==> config.mk <==
export PLATFORM = sky130hd
export DESIGN_NAME = alarm_scheduler
export DESIGN_NICKNAME = d
export VERILOG_FILES = /design/src/rtl/alarm_scheduler.sv
export SDC_FILE = /design/constraint.sdc
export NUM_CORES = 1
export LEC_CHECK = 0
export ABC_AREA = 1
export BUFFER_PORTS_ARGS = -buffer_cell sky130_fd_sc_hd__buf_2
export CAP_MARGIN = 20
export CORE_ASPECT_RATIO = 0.7
export CORE_UTILIZATION = 55
export DETAILED_ROUTE_END_ITERATION = 16
export PLACE_DENSITY = 0.71
export SYNTH_ARGS = -nofsm -noshare
export SYNTH_HDL_FRONTEND = slang
export SYNTH_SLANG_ARGS = --single-unit
export TNS_END_PERCENT = 5
==> constraint.sdc <==
create_clock -name clk -period 2.13 [get_ports clk]
set_input_delay 0.1065 -clock clk [delete_from_list [all_inputs] [get_ports clk]]
set_output_delay 0.1065 -clock clk [all_outputs]
set_load 0.02 [all_outputs]
==> src/rtl/alarm_scheduler.sv <==
// Alarm-path sequencer: owns the run enable, gates the beeper and arbitrates
// alarm, snooze, song upload and play completion/timeout.
module alarm_scheduler #(
    parameter int unsigned CLK_HZ          = 12_000_000,
    parameter int unsigned PLAY_TIMEOUT_MS = 60_000,
    parameter int unsigned COOLDOWN_MS     = 500,
    parameter int unsigned SNOOZE_MS       = 300_000,
    parameter int unsigned MAX_SNOOZE      = 3
) (
    input  logic       clk,
    input  logic       rst,
    input  logic       alarm_flag,
    input  logic       snooze_req,
    input  logic       rx_done,
    input  logic [9:0] data_length,
    input  logic       play_done,
    output logic       en,
    output logic       beep_en,
    output logic       song_valid,
    output logic       alarm_missed,
    output logic       timeout_err,
    output logic [1:0] state
);

    localparam int unsigned TickCycles = CLK_HZ / 1000;
    localparam int unsigned PreW       = (TickCycles > 1) ? $clog2(TickCycles) : 1;
    localparam int unsigned MsMax01    = (PLAY_TIMEOUT_MS > COOLDOWN_MS) ?
                                         PLAY_TIMEOUT_MS : COOLDOWN_MS;
    localparam int unsigned MsMax      = (MsMax01 > SNOOZE_MS) ? MsMax01 : SNOOZE_MS;
    localparam int unsigned MsW        = $clog2(MsMax + 1);
    localparam int unsigned SnzW       = (MAX_SNOOZE > 0) ? $clog2(MAX_SNOOZE + 1) : 1;

    localparam logic [PreW-1:0] PreLast    = PreW'(TickCycles - 1);
    localparam logic [MsW-1:0]  MsSat      = {MsW{1'b1}};
    localparam logic [MsW-1:0]  PlayLast   = MsW'(PLAY_TIMEOUT_MS - 1);
    localparam logic [MsW-1:0]  CoolLast   = MsW'(COOLDOWN_MS - 1);
    localparam logic [MsW-1:0]  SnoozeLast = MsW'(SNOOZE_MS - 1);
    localparam logic [SnzW-1:0] SnzLimit   = SnzW'(MAX_SNOOZE);

    typedef enum logic [1:0] {
        StIdle   = 2'd0,
        StPlay   = 2'd1,
        StCool   = 2'd2,
        StSnooze = 2'd3
    } state_e;

    state_e          state_q, state_d;
    logic [PreW-1:0] pre_q, pre_d;
    logic [MsW-1:0]  ms_q, ms_d;
    logic [SnzW-1:0] snz_cnt_q, snz_cnt_d;
    logic            en_q, en_d;
    logic            beep_en_q, beep_en_d;
    logic            song_valid_q, song_valid_d;
    logic            alarm_missed_q, alarm_missed_d;
    logic            timeout_err_q, timeout_err_d;

    logic ms_tick;
    logic play_expired;
    logic cool_expired;
    logic snooze_expired;
    logic state_change;

    // The last cycle of an N ms interval is the tick that completes ms N-1.
    assign ms_tick        = (pre_q == PreLast);
    assign play_expired   = ms_tick && (ms_q == PlayLast);
    assign cool_expired   = ms_tick && (ms_q == CoolLast);
    assign snooze_expired = ms_tick && (ms_q == SnoozeLast);

    always_comb begin
        state_d        = state_q;
        snz_cnt_d      = snz_cnt_q;
        timeout_err_d  = timeout_err_q;
        alarm_missed_d = 1'b0;

        song_valid_d = song_valid_q;
        if (rx_done) begin
            song_valid_d = (data_length != 10'd0);
        end

        unique case (state_q)
            StIdle: begin
                if (alarm_flag) begin
                    if (song_valid_q) begin
                        state_d       = StPlay;
                        timeout_err_d = 1'b0;
                    end else begin
                        alarm_missed_d = 1'b1;
                    end
                end
            end
            StPlay: begin
                if (play_done) begin
                    state_d = StCool;
                end else if (snooze_req && (snz_cnt_q < SnzLimit)) begin
                    state_d   = StSnooze;
                    snz_cnt_d = snz_cnt_q + SnzW'(1);
                end else if (play_expired) begin
                    state_d       = StCool;
                    timeout_err_d = 1'b1;
                end
            end
            StCool: begin
                if (cool_expired) begin
                    state_d = StIdle;
                end
            end
            StSnooze: begin
                if (alarm_flag) begin
                    state_d = StPlay;
                end else if (snooze_expired) begin
                    if (song_valid_q) begin
                        state_d = StPlay;
                    end else begin
                        state_d        = StIdle;
                        alarm_missed_d = 1'b1;
                    end
                end
            end
            default: state_d = StIdle;
        endcase

        state_change = (state_d != state_q);

        // Snooze budget is per alarm event, so it refills on every return to IDLE.
        if (state_change && (state_d == StIdle)) begin
            snz_cnt_d = '0;
        end

        if (state_change) begin
            pre_d = '0;
            ms_d  = '0;
        end else begin
            pre_d = ms_tick ? '0 : pre_q + PreW'(1);
            ms_d  = (ms_tick && (ms_q != MsSat)) ? ms_q + MsW'(1) : ms_q;
        end

        en_d      = (state_d == StIdle) || (state_d == StSnooze);
        beep_en_d = (state_d == StPlay);
    end

    always_ff @(posedge clk or posedge rst) begin
        if (rst) begin
            state_q        <= StIdle;
            pre_q          <= '0;
            ms_q           <= '0;
            snz_cnt_q      <= '0;
            en_q           <= 1'b1;
            beep_en_q      <= 1'b0;
            song_valid_q   <= 1'b0;
            alarm_missed_q <= 1'b0;
            timeout_err_q  <= 1'b0;
        end else begin
            state_q        <= state_d;
            pre_q          <= pre_d;
            ms_q           <= ms_d;
            snz_cnt_q      <= snz_cnt_d;
            en_q           <= en_d;
            beep_en_q      <= beep_en_d;
            song_valid_q   <= song_valid_d;
            alarm_missed_q <= alarm_missed_d;
            timeout_err_q  <= timeout_err_d;
        end
    end

    assign en           = en_q;
    assign beep_en      = beep_en_q;
    assign song_valid   = song_valid_q;
    assign alarm_missed = alarm_missed_q;
    assign timeout_err  = timeout_err_q;
    assign state        = state_q;

endmodule

Word level (Yosys, flattened, before mapping)

Index checks and enable logic that the tools add are counted.

Add/sub/neg operators: 3
Magnitude comparators: 1
Eq/ne operators: 17
Muxes and demuxes: 29
Reduce and logical (&&, ||, !) cells: 16

Operators by type and width:

| operator                                           | number |
|---|---|
| two-way mux 19 bit                                 | 2 |
| two-way mux 14 bit                                 | 2 |
| two-way mux 2 bit                                  | 12 |
| adder 19 x 1 -> 19 bit (second input constant)     | 1 |
| == test 19 x 16 -> 1 bit (second input constant)   | 1 |
| == test 19 bit (second input constant)             | 1 |
| == test 19 x 9 -> 1 bit (second input constant)    | 1 |
| != test 19 bit (second input constant)             | 1 |
| adder 14 x 1 -> 14 bit (second input constant)     | 1 |
| == test 14 bit (second input constant)             | 1 |
| two-way mux 1 bit                                  | 10 |
| != test 2 bit (second input constant)              | 5 |
| nonzero test 10 bit                                | 1 |
| case mux 2 bit (4 select lines)                    | 1 |
| nonzero test 2 bit                                 | 4 |
| == test 2 bit (second input constant)              | 3 |
| logical AND 1 bit                                  | 6 |
| AND reduction 6 bit                                | 1 |
| == test 2 x 1 -> 1 bit (second input constant)     | 2 |
| logical NOT 2 bit                                  | 2 |
| case mux 1 bit (2 select lines)                    | 2 |
| AND reduction 3 bit                                | 1 |
| adder 2 x 1 -> 2 bit (second input constant)       | 1 |
| less-than comparator 2 bit (second input constant) | 1 |
| 3 further kinds                                    | 3 |

Register bits after elaboration: 42
Input bits: 16
Word-level logic and storage cells: 75

Logic depth before layout (Yosys ltp)

Depth in word-level cells: 10
Mapped depth: 17

Worst setup path before layout

No wires, ideal clock.

Kind: register to register
From: register ms_q[0]
To: register ms_q[0]
Setup time: 0.120 ns
Data arrival time: 1.821 ns
Data required time: 2.010 ns
Setup slack: 0.189 ns
Stages on the path, launching flop included: 18
Path buffers: 1
Clock period less this slack: 1.941 ns
Cell sequence: dfrtp_1 > ha_1 > nand2_1 > nor2_2 > nand3_1 > nor2_1 > nand2_1 > nand2_1 > nand2_1 > nand2_1 > nand2_1 > nand2_2 > nand2_2 > nand2_1 > nand2_2 > nand2_4 > buf_6 > nor2_1

Longest elaborated chain between the ends: 8
Elaborated cells between the ends (all ways): 20
Those cells by class: add/sub (1); eq/ne (5); mux (9); reduce/logical (5)

Ends and longest elaborated chain:

| item                                                     | line | source |
|---|---|---|
| start, declared                                          | 49   | `logic [MsW-1:0] ms_q, ms_d;` |
| start signal, assigned                                   | 155  | `ms_q <= ms_d;` |
| == test 19 x 16 -> 1 bit                                 | 65   | `assign play_expired = ms_tick && (ms_q == PlayLast);` |
| logical AND 1 bit                                        | 65   |  |
| two-way mux 2 bit                                        | 97   | `end else if (play_expired) begin` |
| two-way mux 2 bit                                        | 94   | `end else if (snooze_req && (snz_cnt_q < SnzLimit)) begin` |
| two-way mux 2 bit                                        | 92   | `if (play_done) begin` |
| case mux 2 bit (4 select lines) (*)                      | 80   | `unique case (state_q)` |
| net state_d[1]                                           | 47   | `state_e state_q, state_d;` |
| != test 2 bit (*)                                        | 122  | `state_change = (state_d != state_q);` |
| two-way mux 19 bit or nonzero test 2 bit (tied branches) | --   |  |

Mark *: on every way through the listed nets, which the timed path passes. The rest lies on a longest branch. The select of a mux whose other input is x is not followed.
A chain may end at the register's enable or synchronous reset.

Worst setup path in the final report

From: register ms_q[0]
To: register ms_q[11]

Same word-level chain as after synthesis.

==> impl_metrics.yaml <==
run_status:
  status: "complete, no violations"
floorplan:
  die_w_microns: 83.2
  row_count: 20
  coreArea_sq_um: 4380
  die_h_microns: 58.8
  io_pins: 23
  dieArea_sq_um: 4890
  start_util_pct: 57.9
sta:
  clock.fmax_mhz: 487
  rsz0062_at_grt: "true"
  setup_viol: 0
  hold_violations: 0
  max_slew.worst_pin.slew_ns: 0.523
  setup_tns_ns: 0
  fin_ws_ns: 0.0753
  finalCriticalPeriod_ns: 2.05
  fin_crit_sh_pct: 96.5
  maxSlewHeadroom_pct: 65.2
  whs_ns: 0.0370
  finClkSkew_ns: 0.00862
  maxSlewViolCount: 0
finish:
  multi_input_area_sq_um: 1380
  insertedDiodeCount: 0
  seq_area_sq_um: 1050
  nFillCells: 366
  area_growth_pct: 22.1
  postLayoutCellArea_sq_um: 3100
  utilization_pct: 70.7
  drive_above_1_share_pct: 25.8
  nets: 404
  finalNonFillerCells: 435
global_routing:
  grt_pass1_vias: 1937
  antenna_found_initial: 0
  grt_pass1_wl_microns: 8880
  grt-ovfl-total: 0
  grt_start_max_net_pins: 43
  gr-usage-all-layers_pct: 23.3
logic_synthesis:
  synth_seq_area_share_pct: 41.5
  synth_top_area_cell: "dfrtp_1"
  synth-seq-cells: 42
  synth_edf_count: 0
  synth_area_sq_um: 2540
  avgSynthCellArea_sq_um: 7.76
  synth_cell_type_count: 29
  synthTopCellsByArea: "dfrtp_1 (40%), nand2_1 (9.8%), nor2_1 (9.8%), inv_1 (6.5%), xor2_1 (5.9%)"
  netlist_instances: 327
  synth-async-reset-ratio_pct: 100
  synth_common_cells: "nand2_1 (66), nor2_1 (66), inv_1 (44), dfrtp_1 (41), nand3_1 (19)"
  synth_warnings: 0
  syn_nets: 352
  synth_top_area_share_pct: 40.4
  synth_flop_cell: "dfrtp_1"
setup_path:
  cp_data_arrival_time_ns: 2.23
  critical_path_class: "reg2reg"
  startpoint_type: "flip-flop"
  endpoint_kind: "flip-flop"
  cp.required_ns: 2.31
  crit_fanout: 5
  reg2reg_depth: 17
clock_tree:
  cts_tree: "yes"
  numCtsBuffers: 5
  insertion_delay_ns: 0.29
  cts.sinks: 42
  root_buffer: "clkbuf_8"
  h-tree-depth: 2
  clk_path_buf_depth: 2
  path_clk_slew_ns: 0.08
route:
  drc: 0
  first_iter_violations: 155
  viasPerCell: 5.11
  vias: 2221
  firstDrtPassIters: 4
  wire_per_inst_microns: 12.7
  drt-total-wl_microns: 5540
  ant_nets: 0
placement:
  place_congestion: 0.875
  placed_area_sq_um: 2860
  portBuffers: 22
  post-place-cells: 423
  place_worst_setup_slack_ns: -0.00410
  hpwlAfterDp_microns: 4060
pwr:
  ir_drop_mv: 1.06
  p_leak_nw: 1.42
  powerDensity_nw_per_um2: 903
  power.total_mw: 2.80
job:
  maxCapViolations: 0
hold_path:
  min_path_cells: 2
  hold_class: "in2reg"
-- state kept, by name (all words and copies together) (netlist names) --
register / flops
snz_cnt_q: 2
timeout_err: 1
state: 2
ms_q: 19
alarm_missed: 1
song_valid: 1
beep_en: 1
en: 1
pre_q: 14
-- layer usage --
layer	share of wire (%)	GRT usage, %	vias to the layer above
li1	-	-	1128
met1	51	34.6	1040
met2	44	34.9	46
met3	4.0	4.77	7
met4	0.87	6.40	0
met5	0	0	-
-- cells by family after synthesis --
kind of cell	count (synthesis)	share of synthesized area, %
buffers and inverters	48	7.99
XOR/XNOR	22	7.59
AND/OR/NAND/NOR	190	34.7
adder cells (fa/ha/maj)	9	4.44
AO/OA/AOI/OAI	15	3.45
flip-flops	42	41.5
multiplexers	1	0.394
-- critical path: stages (launching register included) --
cell and delay [ns]:
dfrtp_1 0.36, ha_2 0.19, nand2_2 0.07, nor2_4 0.15, nand3_1 0.12, nor2_2 0.13
nand2_1 0.08, nand2_1 0.08, nand2_1 0.06, nand2_1 0.05, nand2_1 0.05, nand2_2 0.07
nand2_2 0.07, nand2_2 0.08, nand2_4 0.07, nand2_4 0.09, buf_4 0.15, nor2_1 0.05
-- cells in the final DEF, fill, tap and decap left out, types with 7 or more instances in the layout --
cell type	n
nor2_2	12
buf_4	24
buf_2	22
ha_1	7
nand2_2	8
xor2_1	17
dfrtp_1	40
nand2_1	64
nor2_1	59
inv_1	43
nand3_1	17
-- power breakdown --
part	leakage, nW	internal [mW]	switching (mW)	total, mW
combinational	0.791	0.479	0.763	1.24
clock	0.0579	0.345	0.271	0.616
sequential	0.569	0.877	0.0636	0.941
total	1.42	1.70	1.10	2.80
-- area by class of cell --
cell class | instances | share of cell area, %
repair buffers | 48 | 10.3
clock buffers | 5 | 2.22
multi-input cells | 237 | 44.5
inverters | 45 | 5.45
flip-flops and latches | 42 | 34.0
well taps | 55 | 2.22
clock inverters | 3 | 1.29
-- path summary, 6_finish.rpt --
path / slack (ns) / to / start
worst max register to register: 0.08 / ms_q[11] / ms_q[0]
worst min-delay path: 0.04 / song_valid / rx_done
max in group asynchronous: 1.25 / pre_q[5] / rst
min in group asynchronous: 0.48 / pre_q[12] / rst
worst max-delay path: 0.08 / ms_q[11] / ms_q[0]
worst min register to register: 0.53 / timeout_err / timeout_err
-- timing repair --
item,in CTS,in global routing
endpoints found under the hold margin,41,0
gates resized for setup,1,23
endpoints found under the setup margin,13,37
hold buffers,1,0
setup buffers,1,2
pin swaps,1,4
(Power assumes the default switching activity.)
